`config.mk`:
```
export PLATFORM = sky130hd
export DESIGN_NAME = arbiter_hold
export DESIGN_NICKNAME = d
export VERILOG_FILES = /design/src/rtl/arbiter_hold_pkg.sv /design/src/rtl/arbiter_hold_rr_pick.sv /design/src/rtl/arbiter_hold.sv
export SDC_FILE = /design/constraint.sdc
export NUM_CORES = 1
export LEC_CHECK = 0
export ABC_AREA = 1
export CORE_AREA = 2 2 76 78
export CTS_BUF_LIST = sky130_fd_sc_hd__clkbuf_4
export CTS_CLUSTER_SIZE = 20
export DETAILED_ROUTE_END_ITERATION = 10
export DIE_AREA = 0 0 78 80
export GPL_ROUTABILITY_DRIVEN = 0
export PLACE_DENSITY_LB_ADDON = 0.15
export REMOVE_ABC_BUFFERS = 1
export SLEW_MARGIN = 20
export SYNTH_ARGS = -nofsm -noshare
export SYNTH_HDL_FRONTEND = slang
export SYNTH_SLANG_ARGS = --single-unit
```
`constraint.sdc`:
```
create_clock -name clk -period 5 [get_ports clk]
set_clock_uncertainty 0.05 [all_clocks]
set_input_delay 1 -clock clk [delete_from_list [all_inputs] [get_ports clk]]
set_output_delay 1 -clock clk [all_outputs]
set_load 0.1 [all_outputs]
```
`src/rtl/arbiter_hold_pkg.sv`:
```
// Shared definitions for the hold-tenure round-robin arbiter.
// State encodings and width helpers used by the top level and the picker.
package arbiter_hold_pkg;

  typedef enum logic {
    ARB_IDLE = 1'b0,
    ARB_OWN  = 1'b1
  } arb_state_t;

  // Width of a binary index over n items; never narrower than one bit.
  function automatic int idx_width(input int n);
    return (n > 1) ? $clog2(n) : 1;
  endfunction

endpackage

```
`src/rtl/arbiter_hold_rr_pick.sv`:
```
// Combinational round-robin picker: first eligible request at or above pointer, with wrap.
// The eligible vector is doubled and shifted so a plain find-first yields the offset.
module rr_pick
  import arbiter_hold_pkg::*;
#(
  parameter int NUM_PORTS = 6,
  parameter int IDX_W     = idx_width(NUM_PORTS)
) (
  input  logic [NUM_PORTS-1:0] request,
  input  logic [NUM_PORTS-1:0] mask,
  input  logic [IDX_W-1:0]     pointer,
  output logic [NUM_PORTS-1:0] onehot,
  output logic [IDX_W-1:0]     index,
  output logic                 found
);

  logic [NUM_PORTS-1:0]   eligible;
  logic [2*NUM_PORTS-1:0] doubled;
  logic [NUM_PORTS-1:0]   rotated;
  logic [IDX_W-1:0]       offset;
  logic [IDX_W:0]         sum;

  always_comb begin
    eligible = request & mask;
    doubled  = {eligible, eligible} >> pointer;
    rotated  = doubled[NUM_PORTS-1:0];
    found    = 1'b0;
    offset   = '0;
    // Scan downward so the lowest set offset wins.
    for (int i = NUM_PORTS - 1; i >= 0; i--) begin
      if (rotated[i]) begin
        found  = 1'b1;
        offset = IDX_W'(i);
      end
    end
    sum = {1'b0, pointer} + {1'b0, offset};
    if (sum >= (IDX_W + 1)'(NUM_PORTS)) begin
      sum = sum - (IDX_W + 1)'(NUM_PORTS);
    end
    index  = sum[IDX_W-1:0];
    onehot = found ? (NUM_PORTS'(1) << index) : '0;
  end

endmodule

```
`src/rtl/arbiter_hold.sv`:
```
// Round-robin arbiter granting a shared resource for a bounded multi-cycle tenure,
// with no-bubble handover to the next requester when the owner lets go.
//
//  state    | meaning
//  ARB_IDLE | nothing granted; first request found from pointer is granted next edge
//  ARB_OWN  | one port holds grant; hold_cnt counts its tenure until release/expiry
module arbiter_hold
  import arbiter_hold_pkg::*;
#(
  parameter int NUM_PORTS = 6,
  parameter int MAX_HOLD  = 16
) (
  input  logic                         clk,
  input  logic                         rst_n,
  input  logic [NUM_PORTS-1:0]         request,
  input  logic                         release_req,
  output logic [NUM_PORTS-1:0]         grant,
  output logic [$clog2(NUM_PORTS)-1:0] select,
  output logic                         active,
  output logic                         preempt
);

  localparam int IDX_W = $clog2(NUM_PORTS);
  localparam int CNT_W = idx_width(MAX_HOLD + 1);

  arb_state_t           state, state_d;
  logic [CNT_W-1:0]     hold_cnt, hold_cnt_d;
  logic [IDX_W-1:0]     pointer, pointer_d;
  logic [NUM_PORTS-1:0] grant_d;
  logic [IDX_W-1:0]     select_d;
  logic                 active_d, preempt_d;

  logic                 owner_gone, expiry;
  logic [NUM_PORTS-1:0] pick_mask, pick_onehot;
  logic [IDX_W-1:0]     pick_index, pick_next;
  logic                 pick_found;

  assign owner_gone = (state == ARB_OWN) && !request[select];
  assign expiry     = (state == ARB_OWN) && (hold_cnt == CNT_W'(MAX_HOLD - 1));
  // An owner that dropped its request is excluded; otherwise it stays eligible
  // but ranks last because pointer already sits just past it.
  assign pick_mask  = owner_gone ? ~grant : '1;
  assign pick_next  = (pick_index == IDX_W'(NUM_PORTS - 1)) ? '0 : pick_index + IDX_W'(1);

  rr_pick #(
    .NUM_PORTS (NUM_PORTS),
    .IDX_W     (IDX_W)
  ) u_pick (
    .request (request),
    .mask    (pick_mask),
    .pointer (pointer),
    .onehot  (pick_onehot),
    .index   (pick_index),
    .found   (pick_found)
  );

  always_comb begin
    state_d    = state;
    grant_d    = grant;
    select_d   = select;
    active_d   = active;
    preempt_d  = 1'b0;
    hold_cnt_d = hold_cnt;
    pointer_d  = pointer;

    case (state)
      ARB_IDLE: begin
        if (pick_found) begin
          state_d    = ARB_OWN;
          grant_d    = pick_onehot;
          select_d   = pick_index;
          active_d   = 1'b1;
          hold_cnt_d = '0;
          pointer_d  = pick_next;
        end
      end
      ARB_OWN: begin
        if (release_req || owner_gone || expiry) begin
          preempt_d = expiry && !release_req;
          if (pick_found) begin
            grant_d    = pick_onehot;
            select_d   = pick_index;
            active_d   = 1'b1;
            hold_cnt_d = '0;
            pointer_d  = pick_next;
          end else begin
            state_d    = ARB_IDLE;
            grant_d    = '0;
            select_d   = '0;
            active_d   = 1'b0;
            hold_cnt_d = '0;
          end
        end else begin
          hold_cnt_d = hold_cnt + CNT_W'(1);
        end
      end
      default: begin
        state_d    = ARB_IDLE;
        grant_d    = '0;
        select_d   = '0;
        active_d   = 1'b0;
        hold_cnt_d = '0;
      end
    endcase
  end

  always_ff @(posedge clk or negedge rst_n) begin
    if (!rst_n) begin
      state    <= ARB_IDLE;
      grant    <= '0;
      select   <= '0;
      active   <= 1'b0;
      preempt  <= 1'b0;
      hold_cnt <= '0;
      pointer  <= '0;
    end else begin
      state    <= state_d;
      grant    <= grant_d;
      select   <= select_d;
      active   <= active_d;
      preempt  <= preempt_d;
      hold_cnt <= hold_cnt_d;
      pointer  <= pointer_d;
    end
  end

endmodule

```
==> impl_metrics.toml, run 1 <==
[place]
pre_cts_ws_ns = 0.06530
place_inst = 300
dpl.hpwl_um = 2951
port_buffers = 19

[drt]
drc = 0
vias_per_cell = 4.762
wl_per_cell_um = 12.44
vias = 1443
routed_wl_um = 3770
first_pass_iters = 4
drt_iter0_markers = 35
antenna_left = 0

[grt]
track_usage_pct = 13.38
grt_pass1_wl_um = 6837
grt_max_degree = 21
grt_overflow_total = 0
met1_usage_pct = 18.41
first_global_vias = 1441
gr-usage-met2_pct = 22.67
met3_usage_pct = 1.357
antenna_found_initial = 0
top_usage_layer = "met2"

[final_layout]
diodes = 0
final_util_pct = 35.25
nFillCells = 589
fin_nets = 248
drive_gt1_share_pct = 18.61
multi_input_area_um2 = 993.5
regArea_um2 = 500.5
area_growth_pct = 17.24
finalNonFillerCells = 303

[synth]
syn_inst = 213
synth-seq-cells = 20
synthTopCellsByArea = "dfrtp_1 (31%), nand3_2 (12%), nand3_1 (11%), nand2_1 (11%), inv_1 (5.3%)"
synth_top_area_share_pct = 30.79
synth_area_um2 = 1625
ys_types = 27
yosysTopAreaCell = "dfrtp_1"
synth_area_per_cell_um2 = 7.631
ys_warn_count = 0
seq_area_frac_synth_pct = 30.79

[timing]
finalWorstSetupSlack_ns = 0.5171
fin_crit_ns = 4.483
hold_violations = 0
setup-tns-final_ns = 0
worstMarginPinSlew_ns = 0.9696
setup_violations = 0
grt_setup_unrepaired = "no"
slew_headroom_pct = 35.15
final_max_slew_viol_count = 0
period_share_pct = 89.66
fmax_ghz = 0.2231

[worst_setup_path]
crit_top_cell = "nand2_1"
critPathTopFamily = "simple AND/OR/NAND/NOR gates"
r2r-end = "pointer[2]"
worstRegToRegCells = 28
crit_path_end = "pointer[2]"
startpoint = "request[5]"
required_ns = 5.19
slowest_delay_ns = 0.52
cp.depth = 29
timing.rr.start = "select[0]"
crit_type = "input pin to flop"
r2r_slack_ns = 1.29
path_max_fanout = 7
arrival_ns = 4.67
path_buf_inv = 5
endpoint_kind = "flop"
crit_path_top_delay_cell = "clkdlybuf4s50_1"
crit_path_start_kind = "input pin"

[clock_tree]
cts-buffers-inserted = 3
clock-sinks = 20
cts.reportedPaths.clkPinSlew_ns = 0.11
cts_setup_buffers = 0
cts_root_buffer = "clkbuf_4"
cts_tree = "done"
cts_htree_levels = 1
insertion_delay_ns = 0.29
ctsLongestPathBuffers = 2

[die]
fp.dieW_um = 78
fp.dieH_um = 80
num_io_pins = 20
core_um2 = 5405
initial_utilization_pct = 30.07
die-area_um2 = 6240
rows = 27

[min_path]
min_path_type = "flop to flop"

[status]
status = "completed"

[job]
cap_violations = 0
## metal layers
layer	wire (um)	vias up
met4	29	0
met1	1967	676
met3	85	2
met5	0	-
li1	-	747
met2	1687	18
## registers in the layout, summed over array words and instances (netlist names)
signal,cells
active,1
grant,6
hold_cnt,5
pointer,3
preempt,1
select,3
state,1
## final cells by class
type,instances,share of cell area [%]
inverter,25,5.318
sequential,20,26.26
clock buffer,3,1.182
timing repair buffer,20,10.37
multi-input combinational,163,52.13
tap,72,4.728
## synthesized netlist by cell type
cell and n:
and3_1 1, inv_2 1, buf_6 1, or2_2 1
dfrtp_1 20, nand2_4 3, xor2_1 2, nand3_2 20
ha_1 5, nor2_1 10, nand3_4 1, nand2_1 49
buf_2 3, nand3_1 37, a21oi_1 7, xnor2_1 2
nand4_1 7, o21ai_0 3, nand2_2 7, buf_4 1
inv_1 23, inv_8 1, a21o_1 1, o21ai_1 1
fa_1 1, nor2_4 4, nor4_1 1
## metrics by stage
step,hold slack (ns),cell area [um2]
after floorplan,0.3919,1592
after global placement,0.4207,1879
after detailed placement,0.4147,1879
after CTS,0.4414,1902
after global routing,0.4882,1906
final,0.4433,1906
## worst min path at each step
stage	startpoint	to	slack, ns	cells past startpoint
2_1_floorplan	hold_cnt[4]	hold_cnt[4]	0.39	2
5_1_grt	hold_cnt[4]	hold_cnt[4]	0.49	2
3_3_place_gp	hold_cnt[4]	hold_cnt[4]	0.42	2
3_5_place_dp	hold_cnt[4]	hold_cnt[4]	0.41	2
6_report	hold_cnt[4]	hold_cnt[4]	0.44	2
4_1_cts	hold_cnt[4]	hold_cnt[4]	0.44	2
## worst reg2reg max path, delay by kind of cell (launching register included)
family / cells / cell delay (ns)
AOI/OAI and AO/OA: 5 / 0.72
and+or+nand+nor: 15 / 1.14
DFF: 1 / 0.46
adders and majority gates: 2 / 0.60
buffers and inverters: 4 / 0.29
xor gates and xnor gates: 2 / 0.41
## cell usage in the layout (no fill, tap or decap), types with 5 or more instances in the layout
cell	instances
a21oi_1	6
clkdlybuf4s50_1	19
dfrtp_1	20
ha_1	5
inv_1	23
nand2_1	49
nand2_2	7
nand3_1	37
nand3_2	20
nand4_1	7
nor2_1	10
## cells by family after synthesis
group	share of synthesized area (%)
AO/OA/AOI/OAI	3.848
XOR/XNOR	2.156
adder cells (fa/ha/maj)	5.081
buffers and inverters	8.313
flip-flops	30.79
AND/OR/NAND/NOR	49.81
## timing repair
action | CTS | global route
gates resized for setup | 0 | 1
hold buffers | 0 | 0
endpoints found under the setup margin | 0 | 1
Power of run 1 is left out: the tool's default activity adds up to more than one toggle a clock period on the data nets, which glitch-free logic cannot reach.
==> run 2, diff against run 1 <==
--- a/config.mk
+++ b/config.mk
@@ -8,6 +8,7 @@
 export ABC_AREA = 1
 export CORE_AREA = 2 2 76 78
 export CTS_BUF_LIST = sky130_fd_sc_hd__clkbuf_4
+export CTS_CLUSTER_DIAMETER = 100
 export CTS_CLUSTER_SIZE = 20
 export DETAILED_ROUTE_END_ITERATION = 10
 export DIE_AREA = 0 0 78 80
==> results of run 2 <==
Same layout as run 1: the final DEF is identical, and so are final timing and power.
Power of run 2 is left out for the same reason.
